===== src/rtl/writeback_pkg.sv =====
// Shared encodings for the write-back stage: mux selects, load sizes,
// halt FSM states and the bit layout of the packed control word.
package writeback_pkg;

  typedef enum logic [1:0] {WB_ALU = 2'd0, WB_MEM = 2'd1, WB_LINK = 2'd2, WB_RSVD = 2'd3} wb_sel_e;
  typedef enum logic [1:0] {DST_RT = 2'd0, DST_RD = 2'd1, DST_LINK = 2'd2, DST_NONE = 2'd3} dest_sel_e;
  typedef enum logic [1:0] {LD_WORD = 2'd0, LD_HALF = 2'd1, LD_BYTE = 2'd2, LD_RSVD = 2'd3} ld_size_e;
  typedef enum logic [1:0] {ST_RUN = 2'd0, ST_DRAIN = 2'd1, ST_HALTED = 2'd2} wb_state_e;

  localparam int CTL_VALID     = 0;
  localparam int CTL_REG_WRITE = 1;
  localparam int CTL_LD_UNS    = 2;
  localparam int CTL_W         = 3;

  localparam int DRAIN_CYCLES  = 2;

endpackage


===== src/rtl/writeback_unit_load_align.sv =====
// Big-endian sub-word load aligner: picks the addressed byte/half from the
// memory word and sign- or zero-extends it. Misaligned halves round down.
module load_align
  import writeback_pkg::*;
#(
  parameter int DATA_W = 32
) (
  input  logic [DATA_W-1:0] mem_data,
  input  logic [1:0]        offset,
  input  logic [1:0]        size,
  input  logic              is_unsigned,
  output logic [DATA_W-1:0] data
);

  logic [7:0]  byte_sel;
  logic [15:0] half_sel;

  always_comb begin
    // Byte 0 is the most significant byte of the word.
    case (offset)
      2'd0:    byte_sel = mem_data[31:24];
      2'd1:    byte_sel = mem_data[23:16];
      2'd2:    byte_sel = mem_data[15:8];
      default: byte_sel = mem_data[7:0];
    endcase
    half_sel = offset[1] ? mem_data[15:0] : mem_data[31:16];

    case (ld_size_e'(size))
      LD_HALF: data = {{(DATA_W-16){~is_unsigned & half_sel[15]}}, half_sel};
      LD_BYTE: data = {{(DATA_W-8){~is_unsigned & byte_sel[7]}}, byte_sel};
      default: data = mem_data;
    endcase
  end

endmodule


===== src/rtl/writeback_unit.sv =====
// Final pipeline stage: selects write-back data/destination, drives the
// register-file write port (also the forwarding bus), counts retirements, halts.
module writeback_unit
  import writeback_pkg::*;
#(
  parameter int              DATA_W     = 32,
  parameter int              REG_ADDR_W = 5,
  parameter int              LINK_REG   = 31,
  parameter int              CNT_W      = 32,
  parameter logic [DATA_W-1:0] HALT_INSN = 32'h0000_000D
) (
  input  logic                  clock,
  input  logic                  reset,
  input  logic                  stall,
  input  logic                  in_valid,
  input  logic [DATA_W-1:0]     in_insn,
  input  logic [DATA_W-1:0]     in_pc,
  input  logic [DATA_W-1:0]     in_alu_result,
  input  logic [DATA_W-1:0]     in_mem_data,
  input  logic [1:0]            in_wb_sel,
  input  logic [1:0]            in_dest_sel,
  input  logic                  in_reg_write,
  input  logic [1:0]            in_ld_size,
  input  logic                  in_ld_unsigned,
  output logic                  rf_we,
  output logic [REG_ADDR_W-1:0] rf_waddr,
  output logic [DATA_W-1:0]     rf_wdata,
  output logic [CNT_W-1:0]      retired,
  output logic                  halted
);

  wb_state_e             state_q, state_d;
  logic [1:0]            drain_q, drain_d;
  logic                  rf_we_q, rf_we_d;
  logic [REG_ADDR_W-1:0] rf_waddr_q, rf_waddr_d;
  logic [DATA_W-1:0]     rf_wdata_q, rf_wdata_d;
  logic [CNT_W-1:0]      retired_q, retired_d;

  logic [CTL_W-1:0]      ctl;
  logic [REG_ADDR_W-1:0] dest_addr;
  logic [DATA_W-1:0]     load_data, wdata_n;
  logic                  accept, halt_hit, do_write;

  assign ctl = {in_ld_unsigned, in_reg_write, in_valid};

  load_align #(.DATA_W(DATA_W)) u_align (
    .mem_data    (in_mem_data),
    .offset      (in_alu_result[1:0]),
    .size        (in_ld_size),
    .is_unsigned (ctl[CTL_LD_UNS]),
    .data        (load_data)
  );

  always_comb begin
    // Instruction bit numbering is MSB-first: rt = [11:15], rd = [16:20].
    case (dest_sel_e'(in_dest_sel))
      DST_RT:   dest_addr = in_insn[16 +: REG_ADDR_W];
      DST_RD:   dest_addr = in_insn[11 +: REG_ADDR_W];
      DST_LINK: dest_addr = REG_ADDR_W'(LINK_REG);
      default:  dest_addr = '0;
    endcase
    case (wb_sel_e'(in_wb_sel))
      WB_MEM:  wdata_n = load_data;
      WB_LINK: wdata_n = in_pc + DATA_W'(8);
      default: wdata_n = in_alu_result;
    endcase
  end

  assign accept   = ctl[CTL_VALID] & ~stall & (state_q != ST_HALTED);
  assign halt_hit = accept & (state_q == ST_RUN) & (in_insn == HALT_INSN);
  assign do_write = accept & ctl[CTL_REG_WRITE] & (dest_sel_e'(in_dest_sel) != DST_NONE)
                  & (dest_addr != '0) & ~halt_hit;

  always_comb begin
    state_d    = state_q;
    drain_d    = drain_q;
    rf_we_d    = 1'b0;
    rf_waddr_d = rf_waddr_q;
    rf_wdata_d = rf_wdata_q;
    retired_d  = retired_q;

    // A stalled edge keeps address/data but never re-issues the write.
    if (!stall && state_q != ST_HALTED) begin
      rf_we_d    = do_write;
      rf_waddr_d = do_write ? dest_addr : '0;
      rf_wdata_d = wdata_n;
    end
    if (accept) retired_d = retired_q + CNT_W'(1);

    case (state_q)
      ST_RUN: if (halt_hit) begin
        state_d = ST_DRAIN;
        drain_d = '0;
      end
      ST_DRAIN: begin
        if (drain_q == 2'(DRAIN_CYCLES - 1)) state_d = ST_HALTED;
        else                                  drain_d = drain_q + 2'd1;
      end
      default: ;
    endcase
  end

  always_ff @(posedge clock or posedge reset) begin
    if (reset) begin
      state_q    <= ST_RUN;
      drain_q    <= '0;
      rf_we_q    <= 1'b0;
      rf_waddr_q <= '0;
      rf_wdata_q <= '0;
      retired_q  <= '0;
    end else begin
      state_q    <= state_d;
      drain_q    <= drain_d;
      rf_we_q    <= rf_we_d;
      rf_waddr_q <= rf_waddr_d;
      rf_wdata_q <= rf_wdata_d;
      retired_q  <= retired_d;
    end
  end

  assign rf_we    = rf_we_q;
  assign rf_waddr = rf_waddr_q;
  assign rf_wdata = rf_wdata_q;
  assign retired  = retired_q;
  assign halted   = (state_q == ST_HALTED);

endmodule


===== config.mk =====
export PLATFORM = sky130hd
export DESIGN_NAME = writeback_unit
export DESIGN_NICKNAME = d
export VERILOG_FILES = /design/src/rtl/writeback_pkg.sv /design/src/rtl/writeback_unit_load_align.sv /design/src/rtl/writeback_unit.sv
export SDC_FILE = /design/constraint.sdc
export NUM_CORES = 1
export LEC_CHECK = 0
export BUFFER_PORTS_ARGS = -buffer_cell sky130_fd_sc_hd__buf_2
export CORE_MARGIN = 2
export CORE_UTILIZATION = 45
export CTS_CLUSTER_SIZE = 30
export DETAILED_ROUTE_END_ITERATION = 10
export PLACE_DENSITY = 0.86
export RECOVER_POWER = 50
export SETUP_SLACK_MARGIN = 0.5
export SYNTH_ARGS = -nofsm -noshare
export SYNTH_HDL_FRONTEND = slang
export SYNTH_SLANG_ARGS = --single-unit
export TNS_END_PERCENT = 100

===== constraint.sdc =====
create_clock -name clock -period 2.8 [get_ports clock]
set_clock_uncertainty 0.2 [all_clocks]
set_input_delay 0.56 -clock clock [delete_from_list [all_inputs] [get_ports clock]]
set_output_delay 0.56 -clock clock [all_outputs]
set_load 0.03 [all_outputs]

**After elaboration in Yosys (flattened, before gate mapping)**

Cells that the tools add are included.

- Register bits after elaboration: 74
- Latch bits: 0
- RAM bits: 0
- Memory bits (read-only): 0
- Logic and storage cells: 61
- Memories kept: 0

- $add $sub $neg: 3
- Multiply operators: 0
- Div/mod/pow operators: 0
- Order comparisons: 0
- Equal/unequal tests: 17
- Shifts and indexed selects: 0
- Muxes and demuxes: 13
- Bitwise operators: 13
- Reduce and logical (&&, ||, !) cells: 9

Operator list:

| cell | count |
|---|---|
| $pmux 32 s2 | 2 |
| $add 32x1->32 const B | 1 |
| $add 32x4->32 const B | 1 |
| $eq 32x4->1 const B | 1 |
| $pmux 8 s3 | 1 |
| $mux 16 | 1 |
| $pmux 5 s3 | 1 |
| $eq 2x1->1 const B | 6 |
| $and 1x1->1 | 10 |
| $eq 2x2->1 const B | 5 |
| $ne 2x2->1 const B | 5 |
| $mux 2 | 4 |
| $pmux 2 s2 | 2 |
| $logic_not 2->1 | 3 |
| $reduce_and 3->1 | 2 |
| $mux 5 | 1 |
| $reduce_bool 5->1 | 1 |
| $not 1->1 | 3 |
| $add 2x1->2 const B | 1 |
| $reduce_bool 2->1 | 1 |
| $logic_and 1x1->1 | 1 |
| $logic_not 1->1 | 1 |
| $mux 1 | 1 |

**Logic depth before layout (Yosys ltp)**

Gate-level depths: netlist of the first run.

- Depth after elaboration: 8
- Gate-level depth with buffers: 9
- Depth with buffers taken out: 7

**By module**

A second synthesis of the first run with hierarchy kept.

- Cell total of the unflattened synthesis: 602
- Area, all modules: 5,154.9 um2

Modules (own cells, without submodules):

| module | times used | cells an instance | area an instance (um2) | sequential area each (um2) |
|---|---|---|---|---|
| writeback_unit | 1 | 481 | 4,322.9 | 1,851.8 |
| load_align | 1 | 121 | 832.0 | 0.0 |

**Worst setup path after synthesis of the first run**

OpenSTA, ideal clock, no wires.

- Path type: input -> register
- Start: in in_insn[6]
- End: reg rf_waddr_q[0] (netlist: rf_waddr[0])
- Setup time: 0.121 ns
- Data arrival time: 2.026 ns
- Data required time: 2.479 ns
- Slack: 0.453 ns
- Stages: 5
- Buffers on the path: 0
- Path through: or4_1 > or3_1 > nor4_4 > nor2_2 > a22o_1

- Longest elaborated chain between the ends: 5

Ends and longest elaborated chain:

| item | RTL line | source |
|---|---|---|
| start: declaration | writeback_unit.sv:16 | `input logic [DATA_W-1:0] in_insn,` |
| $eq 32x4->1 | writeback_unit.sv:70 | `assign halt_hit = accept & (state_q == ST_RUN) & (in_insn == HALT_INSN);` |
| $and 1x1->1 | writeback_unit.sv:70 |  |
| $not 1->1 | writeback_unit.sv:72 | `& (dest_addr != '0) & ~halt_hit;` |
| $and 1x1->1 | writeback_unit.sv:72 |  |
| $mux 5 | writeback_unit.sv:85 | `rf_waddr_d = do_write ? dest_addr : '0;` |
| end signal: assignment | writeback_unit.sv:115 | `rf_waddr_q <= rf_waddr_d;` |
| end: declaration | writeback_unit.sv:35 | `logic [REG_ADDR_W-1:0] rf_waddr_q, rf_waddr_d;` |

No other way between the ends.
A chain may end at the register's enable or synchronous reset.

**Worst setup path after layout of the first run**

- Start: reg state_q[1]
- End: reg retired_q[20] (netlist: retired[20])

- Longest elaborated chain between the ends: 2

Ends and longest elaborated chain:

| item | RTL line | source |
|---|---|---|
| start: declaration | writeback_unit.sv:32 | `wb_state_e state_q, state_d;` |
| start signal: assignment | writeback_unit.sv:112 | `state_q <= state_d;` |
| $ne 2x2->1 | writeback_unit.sv:69 | `assign accept = ctl[CTL_VALID] & ~stall & (state_q != ST_HALTED);` |
| $and 1x1->1 | writeback_unit.sv:69 |  |
| end signal: assignment | writeback_unit.sv:117 | `retired_q <= retired_d;` |
| end: declaration | writeback_unit.sv:37 | `logic [CNT_W-1:0] retired_q, retired_d;` |

No other way between the ends.

==> results.py, run 1 <==
metrics = {
    "global_route": {
        "track_usage_pct": 27.5,
        "grt_max_degree": 43,
        "grt_pass1_vias": 5128,
        "globalRoute.totalOverflow": 0,
        "grt_pass1_wl_um": 25300,
        "antenna_found_initial": 0,
    },
    "drt": {
        "viasPerCell": 5.94,
        "dr.pass1.iters": 5,
        "ant_nets": 0,
        "routed_wl_um": 16400,
        "drt_iter0_drc": 488,
        "drc": 0,
        "vias": 5557,
        "drt-wirelength-per-cell_um": 17.6,
    },
    "timing": {
        "finalCritPeriodShare_pct": 78.7,
        "grt_setup_unrepaired": "yes",
        "timing.slew.headroom_pct": -3.13,
        "setup_tns_ns": 0,
        "timing.final.max_slew_violations": 33,
        "setup_violations": 0,
        "fmax_mhz": 454,
        "report.final.hold_viol_count": 0,
        "fin_crit_ns": 2.20,
        "tightestPinTransition_ns": 1.54,
    },
    "worst_setup_path": {
        "crit_path_cell_trace": "nor2b_1, buf_4, or4b_4, nor2b_2, buf_4, nand4_1, xnor2_1",
        "cp.arrival_ns": 2.24,
        "cp_slowest_cell": "or4b_4",
        "path_class": "reg2reg",
        "crit_fanout": 9,
        "crit_top_cell": "buf_4",
        "slowest_delay_ns": 0.59,
        "start_kind": "register",
        "required_ns": 2.84,
        "end_kind": "register",
    },
    "placed_design": {
        "dp_hpwl_um": 12800,
        "io_buffers": 210,
        "placed_cells": 918,
        "place_area_um2": 6190,
        "gp_congestion": 0.946,
    },
    "floorplanning": {
        "die_area_um2": 11900,
        "initial_utilization_pct": 45.9,
        "die_w_um": 109,
        "ios": 211,
        "die_height_um": 109,
        "rows": 38,
        "core_um2": 10800,
    },
    "synth": {
        "synth_top_flop_cell": "dfrtp_1",
        "synthCells": 586,
        "synth_cell_type_count": 51,
        "synth_edf_count": 0,
        "synth-seq-area-share_pct": 37.4,
        "avgSynthCellArea_um2": 8.46,
        "ys_warn_count": 0,
        "syn_nets": 733,
        "synth_area_um2": 4960,
        "ys_ff_latch": 74,
        "synth_area_leaders": "dfrtp_1 (37%), o21ai_0 (5.5%), xnor2_1 (5.1%), nand2_1 (4.7%), xor2_1 (3.4%)",
        "synth_top_area_share_pct": 37.4,
        "synth_largest_area_cell": "dfrtp_1",
        "async_reset_ff_share_pct": 100,
    },
    "cells_and_area": {
        "diodes": 0,
        "drive_gt1_share_pct": 29.2,
        "layout.nets": 937,
        "final_cells": 935,
        "final_cell_area_um2": 6410,
        "final_common_cell": "buf_2",
        "area_delta_synth_final_pct": 29.3,
        "final_cell_mix": "buf_2 (178), dfrtp_1 (74), nand2_1 (62)",
        "fill_cells": 978,
    },
    "clocking": {
        "insertion_delay_ns": 0.35,
        "cts_inserted_buffers": 9,
        "cts_tree": "done",
        "cts_buffer_depth": 2,
        "clk_pin_slew_worst_paths_ns": 0.08,
        "htreeDepth": 3,
        "cts.sinks": 74,
        "clockRootBuffer": "clkbuf_8",
    },
    "power_and_ir_drop": {
        "powerDensity_nw_per_um2": 501,
        "cellLeakagePower_uw": 0.00292,
        "vdd_drop_max_mv": 0.338,
    },
    "flow_run": {
        "max_cap_viol_count": 1,
    },
    "min_path": {
        "hp-class": "reg2reg",
    },
    "run_status": {
        "violations": "capacitance limit, slew limit",
        "outcome": "finished, violations left",
    },
}
[where the power goes]
| group | leakage, uW | internal, uW | switching [uW] |
|---|---|---|---|
| logic | 0.00187 | 319 | 626 |
| clock network | 0.000119 | 573 | 401 |
| registers | 0.000932 | 1180 | 108 |
[flip-flops by register name, indices dropped and copies added, names as in the netlist]
name	cells
drain_q	2
rf_wdata	32
state_q	2
rf_we	1
rf_waddr	5
retired	32
[routing by layer]
layer	track usage, %	share of wire, %
met4	11.1	2.9
met3	3.95	8.6
met2	46.7	48
met1	35.1	41
met5	0	0
[cells by family after synthesis]
logic type / synth area share [%]
compound gates: 21.5
flops: 37.4
xor+xnor: 8.48
buf+inv: 4.01
simple gates: 24.8
mux: 2.10
fa+ha+maj: 1.77
[cell type report]
| class | instances | area, um2 | area share (%) |
|---|---|---|---|
| timing repair buffer | 229 | 1170 | 18.2 |
| inverter | 14 | 53.8 | 0.840 |
| clock buffer | 12 | 165 | 2.58 |
| tap | 140 | 175 | 2.73 |
| sequential | 74 | 1850 | 28.9 |
| multi-input combinational | 462 | 2920 | 45.6 |
| clock inverter | 4 | 72.6 | 1.13 |
[stage by stage]
| step | setup WS, ns | util, % | total power [uW] | hold WS [ns] |
|---|---|---|---|---|
| floorplan | 0.483 | - | 1870 | 0.264 |
| global placement | 0.243 | 57.4 | 2250 | 0.259 |
| detailed placement | 0.217 | 57.4 | 2260 | 0.270 |
| CTS | 0.546 | 59.6 | 3240 | 0.141 |
| global route | 0.498 | 59.4 | 3380 | 0.288 |
| finish | 0.596 | 59.4 | 3210 | 0.274 |
[worst paths after layout]
check / start / to / slack [ns] / depth (start not counted)
worst max-delay path: state_q[1]$_DFFE_PP0P_ / retired[20]$_DFFE_PP0P_ / 0.60 / 7
worst min-delay path: retired[31]$_DFFE_PP0P_ / retired[31]$_DFFE_PP0P_ / 0.27 / 1
worst max register to register: state_q[1]$_DFFE_PP0P_ / retired[20]$_DFFE_PP0P_ / 0.60 / 7
worst min register to register: retired[31]$_DFFE_PP0P_ / retired[31]$_DFFE_PP0P_ / 0.27 / 1
max in group asynchronous: reset / rf_waddr[3]$_DFFE_PP0P_ / 1.23 / 3
min in group asynchronous: reset / rf_wdata[26]$_DFFE_PP0P_ / 0.36 / 2
[timing repair]
item / 4_1_cts / 5_1_grt
gates resized for setup: 0 / 4
hold buffers: 0 / 0
endpoints found under the hold margin: 0 / 0
buffers inserted: 0 / 1
endpoints found under the setup margin: 0 / 10
[synth_stat cells, types with 2 or more instances]
cell,instances
nor2b_1,7
inv_1,14
nor4_1,18
nor2_1,34
ha_1,7
dfrtp_1,74
and4_1,7
o221ai_1,8
xor2_1,19
nor3_1,10
nand2_1,62
a2bb2oi_1,2
or2_2,2
or3_1,26
o211ai_1,3
and3_1,7
a22oi_1,4
clkbuf_1,27
a21o_1,3
a21boi_0,3
mux2_2,3
o31a_1,5
buf_2,9
a31oi_1,19
nand2b_1,9
nand3_1,15
o22ai_1,12
o21ai_0,54
or4_1,3
nand4_1,16
a32oi_1,4
a22o_1,9
xnor2_1,29
and2_1,4
a211oi_1,5
o21a_1,5
a21oi_1,24
mux2i_1,7
a221oi_1,5
[critical path: cells and delay by family (launching register included)]
kind	cells	cell delay [ns]
flops	1	0.41
simple gates	4	1.00
xor+xnor	1	0.14
buf+inv	2	0.33
Power figures use the tool's default switching activity.
==> inputs of run 2 (changes only) <==
clock period = 2.2 ns   (was 2.8 ns; I/O delays follow)
==> run 2 against run 1 <==
  * The flow now finishes without violations
  * Critical path depth shrank 1
  * Worst setup slack lost 0.54 ns
  * Register-to-register slack lost 0.54 ns
  * Final cell count grew 11%
  * Non-clock buffer count grew 97
  * Critical endpoint unchanged
  * Largest cell class unchanged
==> results.py, run 2 (synthesis results as in run 1) <==
metrics = {
    "drt": {
        "ant_nets": 0,
        "dr_wl_met2_um": 11100,
        "drt-wirelength-per-cell_um": 22.3,
        "vias": 6599,
        "wl_met1_um": 8240,
        "highest_layer": "met4",
        "viasPerCell": 6.35,
        "drt_iter0_drc": 791,
        "dr_wl_met3_um": 2440,
        "routed_wl_um": 23200,
        "dr.pass1.iters": 5,
        "drc": 0,
    },
    "global_route": {
        "globalRoute.totalOverflow": 0,
        "track_usage_pct": 32.3,
        "antenna_found_initial": 1,
        "grt_pass1_vias": 5732,
        "grt_max_degree": 75,
        "grt_pass1_wl_um": 29200,
    },
    "power_and_ir_drop": {
        "cellLeakagePower_uw": 0.00380,
        "power_uw": 4670,
        "vdd_drop_max_mv": 0.584,
        "powerDensity_nw_per_um2": 557,
    },
    "clocking": {
        "cts.sinks": 74,
        "cts_buffer_depth": 2,
        "clockRootBuffer": "clkbuf_8",
        "htreeDepth": 3,
        "cts_tree": "done",
        "clk_pin_slew_worst_paths_ns": 0.10,
        "insertion_delay_ns": 0.37,
        "cts_inserted_buffers": 9,
    },
    "run_status": {
        "outcome": "finished, final reports clean",
    },
    "timing": {
        "fmax_mhz": 467,
        "report.final.hold_viol_count": 0,
        "timing.final.max_slew_violations": 0,
        "grt_setup_unrepaired": "yes",
        "tightestPinTransition_ns": 0.540,
        "timing.slew.headroom_pct": 63.6,
        "fin_crit_ns": 2.14,
        "setup_violations": 0,
        "finalCritPeriodShare_pct": 97.3,
    },
    "worst_setup_path": {
        "cp_top_family": "simple AND/OR/NAND/NOR gates",
        "cp_slowest_cell": "or4b_4",
        "crit_path_cell_trace": "nand4_1, or4b_4, nor2b_4, buf_6, nand4_1, xnor2_1",
        "reg2reg_slack_ns": 0.06,
        "crit_fanout": 2,
        "path_class": "reg2reg",
        "slowest_delay_ns": 0.62,
        "start_kind": "register",
        "cp.depth": 6,
        "end_kind": "register",
        "cp.arrival_ns": 2.23,
        "r2r_cells": 6,
        "crit_top_cell": "nand4_1",
        "worst-path-buf-inv": 1,
        "required_ns": 2.29,
    },
    "cells_and_area": {
        "drive_gt1_share_pct": 50.6,
        "final_cell_mix": "buf_2 (159), buf_4 (77), dfrtp_1 (59)",
        "fill_cells": 664,
        "fin_util_pct": 77.6,
        "area_delta_synth_final_pct": 69.0,
        "final_common_cell": "buf_2",
        "layout.nets": 1039,
    },
    "floorplanning": {
        "die_height_um": 109,
        "die_w_um": 109,
        "initial_utilization_pct": 45.9,
        "ios": 211,
        "rows": 38,
        "core_um2": 10800,
        "die_area_um2": 11900,
    },
    "min_path": {
        "hp-class": "in2reg",
        "holdPathStages": 3,
    },
    "placed_design": {
        "io_buffers": 210,
        "dp_hpwl_um": 13300,
        "gp_congestion": 0.977,
    },
    "flow_run": {
        "max_cap_viol_count": 0,
    },
}
## run 2: cell count changes in the layout (fill, tap and decap cells not counted), moves of 8 or more
| cell | delta |
|---|---|
| dfrtp_2 | +15 |
| or3_1 | -8 |
| nand3_1 | -9 |
| buf_2 | -19 |
| o21ai_0 | -34 |
| o21ai_2 | +13 |
| nor2_4 | +10 |
| o21ai_1 | +20 |
| or3_4 | +8 |
| buf_4 | +59 |
| nor2_1 | -8 |
| dfrtp_1 | -15 |
| nand2_1 | -9 |
| buf_6 | +37 |
## run 2: repair_timing
action,4_1_cts,5_1_grt
cloned,4,9
buffers inserted,33,32
resized for setup,74,143
endpoints found under the hold margin,58,0
endpoints found under the setup margin,67,90
pin swaps,29,36
hold buffers,1,0
## run 2: worst paths after layout
kind                                              start                  endpoint
worst max-delay path             retired[2]$_DFFE_PP0P_   retired[20]$_DFFE_PP0P_
worst min-delay path                  in_alu_result[12]  rf_wdata[12]$_DFFE_PP0P_
worst max register to register   retired[2]$_DFFE_PP0P_   retired[20]$_DFFE_PP0P_
worst min register to register  retired[31]$_DFFE_PP0P_   retired[31]$_DFFE_PP0P_
max in group asynchronous                         reset    state_q[1]$_DFFE_PP0P_
min in group asynchronous                         reset   retired[21]$_DFFE_PP0P_
## run 2: area by class of cell
| type | instances | area, um2 | area share (%) |
|---|---|---|---|
| multi-input combinational | 467 | 3740 | 44.7 |
| timing repair buffer | 326 | 2290 | 27.4 |
| sequential | 74 | 1870 | 22.3 |
| tap | 140 | 175 | 2.09 |
| clock buffer | 9 | 124 | 1.48 |
| clock inverter | 7 | 100 | 1.20 |
| inverter | 14 | 68.8 | 0.822 |
| antenna | 2 | 5.00 | 0.0598 |
## run 2: report_power, final
group          internal [uW]  switching, uW
registers               1520            135
logic                    727           1040
clock network            649            596
## run 2: worst min-delay path: stages
cell	delay (ns)
buf_2	0.09
o21ai_2	0.04
o21ai_1	0.10
## run 2: stage by stage
stage,TNS (ns),instances,hold WS (ns),setup slack [ns],instance area (um2)
2_1_floorplan,0,586,0.251,0.106,5330
3_3_place_gp,-2.26,942,0.259,-0.204,6640
3_5_place_dp,-3.09,942,0.262,-0.278,6640
4_1_cts,0,996,0.133,0.261,7520
5_1_grt,0,1037,0.139,0.0103,8370
6_report,0,1039,0.128,0.0596,8380
## run 2: metal layers
metal / global-route usage [%] / vias up
met2: 55.0 / 509
met4: 14.8 / 0
met3: 6.34 / 124
li1: - / 2806
met1: 39.3 / 3160
met5: 0 / -
==> inputs of run 3 (changes only) <==
CORE_UTILIZATION = 49   (was 45)
PLACE_DENSITY = 0.92   (was 0.86)
==> run 3 against run 2 <==
  * Global-route usage fell by 0.30 points
  * Total power shrank 8.5%
  * Die area is 7.9% lower
  * Count of clock-buffer cells in the layout unchanged
  * Sequential cell count unchanged
  * First-iteration DRC count is 18% lower
  * Sequential power hardly changed
  * Combinational power is 8% lower
  * Final cell count down 3.8%
  * Clock power down 18%
  * Critical endpoint unchanged
  * Largest cell class unchanged
  * Highest routed layer unchanged
==> results.py, run 3 (synthesis results as in run 1) <==
metrics = {
    "floorplanning": {
        "ios": 211,
        "rows": 36,
        "die_w_um": 105,
        "core_um2": 9770,
        "die_height_um": 105,
        "die_area_um2": 10900,
        "initial_utilization_pct": 50.7,
    },
    "cells_and_area": {
        "area_delta_synth_final_pct": 54.4,
        "final_common_cell": "buf_2",
        "drive_gt1_share_pct": 43.8,
        "diodes": 0,
        "fin_util_pct": 78.3,
        "seq_area_um2": 1870,
        "multi_input_area_um2": 3570,
        "layout.nets": 1008,
        "fill_cells": 680,
        "final_cells": 999,
        "final_cell_mix": "buf_2 (150), buf_4 (67), dfrtp_1 (61)",
    },
    "worst_setup_path": {
        "cp.arrival_ns": 2.07,
        "required_ns": 2.25,
        "start_kind": "register",
        "crit_fanout": 7,
        "end_kind": "register",
        "path_class": "reg2reg",
    },
    "clocking": {
        "clockRootBuffer": "clkbuf_8",
        "cts_tree": "done",
        "clk_pin_slew_worst_paths_ns": 0.09,
        "insertion_delay_ns": 0.36,
        "cts_buffer_depth": 2,
        "htreeDepth": 3,
        "cts.sinks": 74,
        "cts_inserted_buffers": 9,
    },
    "drt": {
        "drt_iter0_drc": 647,
        "routed_wl_um": 20500,
        "drc": 0,
        "vias": 6183,
        "dr.pass1.iters": 5,
        "viasPerCell": 6.19,
        "ant_nets": 0,
        "drt-wirelength-per-cell_um": 20.5,
    },
    "power_and_ir_drop": {
        "powerDensity_nw_per_um2": 558,
        "cellLeakagePower_uw": 0.00341,
        "vdd_drop_max_mv": 0.669,
    },
    "timing": {
        "timing.final.max_slew_violations": 0,
        "finalCritPeriodShare_pct": 91.6,
        "report.final.hold_viol_count": 0,
        "fin_crit_ns": 2.01,
        "grt_setup_unrepaired": "yes",
        "timing.slew.headroom_pct": 38.5,
        "tightestPinTransition_ns": 0.917,
        "setup_violations": 0,
        "fmax_mhz": 496,
    },
    "min_path": {
        "hp-class": "in2reg",
    },
    "global_route": {
        "grt_max_degree": 39,
        "antenna_found_initial": 0,
        "track_usage_pct": 32.0,
        "grt_pass1_vias": 5752,
        "globalRoute.totalOverflow": 0,
        "grt_pass1_wl_um": 28200,
    },
    "run_status": {
        "outcome": "finished, final reports clean",
    },
    "placed_design": {
        "gp_congestion": 0.938,
        "placed_cells": 937,
        "dp_hpwl_um": 13700,
        "io_buffers": 210,
    },
    "flow_run": {
        "max_cap_viol_count": 0,
    },
}
## run 3: cell type report
class                   count  share of cell area [%]
clock buffers               9                    1.62
clock inverters             7                   0.785
inverters                  14                   0.866
multi-input cells         468                    46.6
flip-flops and latches     74                    24.4
well taps                 133                    2.17
repair buffers            294                    23.5
## run 3: critical path, stage by stage, from the launching register on
cell and delay (ns):
dfrtp_2 0.43, nor2b_4 0.15, or4b_4 0.53, nor2b_4 0.14, buf_6 0.16, nand4_1 0.13, xnor2_1 0.15
## run 3: final timing paths
kind	from	to	slack, ns	depth (start not counted)
setup / recovery	state_q[1]$_DFFE_PP0P_	retired[20]$_DFFE_PP0P_	0.19	6
hold / removal	in_alu_result[12]	rf_wdata[12]$_DFFE_PP0P_	0.14	3
setup reg to reg	state_q[1]$_DFFE_PP0P_	retired[20]$_DFFE_PP0P_	0.19	6
hold reg to reg	retired[31]$_DFFE_PP0P_	retired[31]$_DFFE_PP0P_	0.28	1
max in group asynchronous	reset	state_q[0]$_DFFE_PP0P_	0.31	4
min in group asynchronous	reset	retired[24]$_DFFE_PP0P_	0.59	3
## run 3: where the power goes
group	switching (uW)	total, uW	internal [uW]
sequential	106	1620	1520
combinational	995	1620	629
clock	595	1020	429
## run 3: per-stage QoR
stage               total power (uW)  instance area, um2  setup TNS, ns  setup WS (ns)  hold WS (ns)
finish                          4270                7650              0          0.186         0.138
global route                    4410                7650              0         0.0930         0.170
CTS                             4040                7040              0          0.239         0.161
detailed placement              2980                6640          -2.33         -0.220         0.269
global placement                2920                6640          -1.03         -0.105         0.259
floorplan                       2440                5330              0          0.106         0.251
## run 3: what timing repair did
item / in CTS / in global routing
setup buffers: 9 / 25
hold endpoints to repair: 18 / 0
endpoints found under the setup margin: 67 / 81
hold buffers: 1 / 0
gates cloned: 1 / 10
pin swaps: 10 / 27
resized for setup: 31 / 98
## run 3: routing by layer
layer  GRT usage (%)  wire, um
met5               0         0
met4            10.8       939
met1            40.0      7650
met3            6.18      2100
met2            55.5      9820
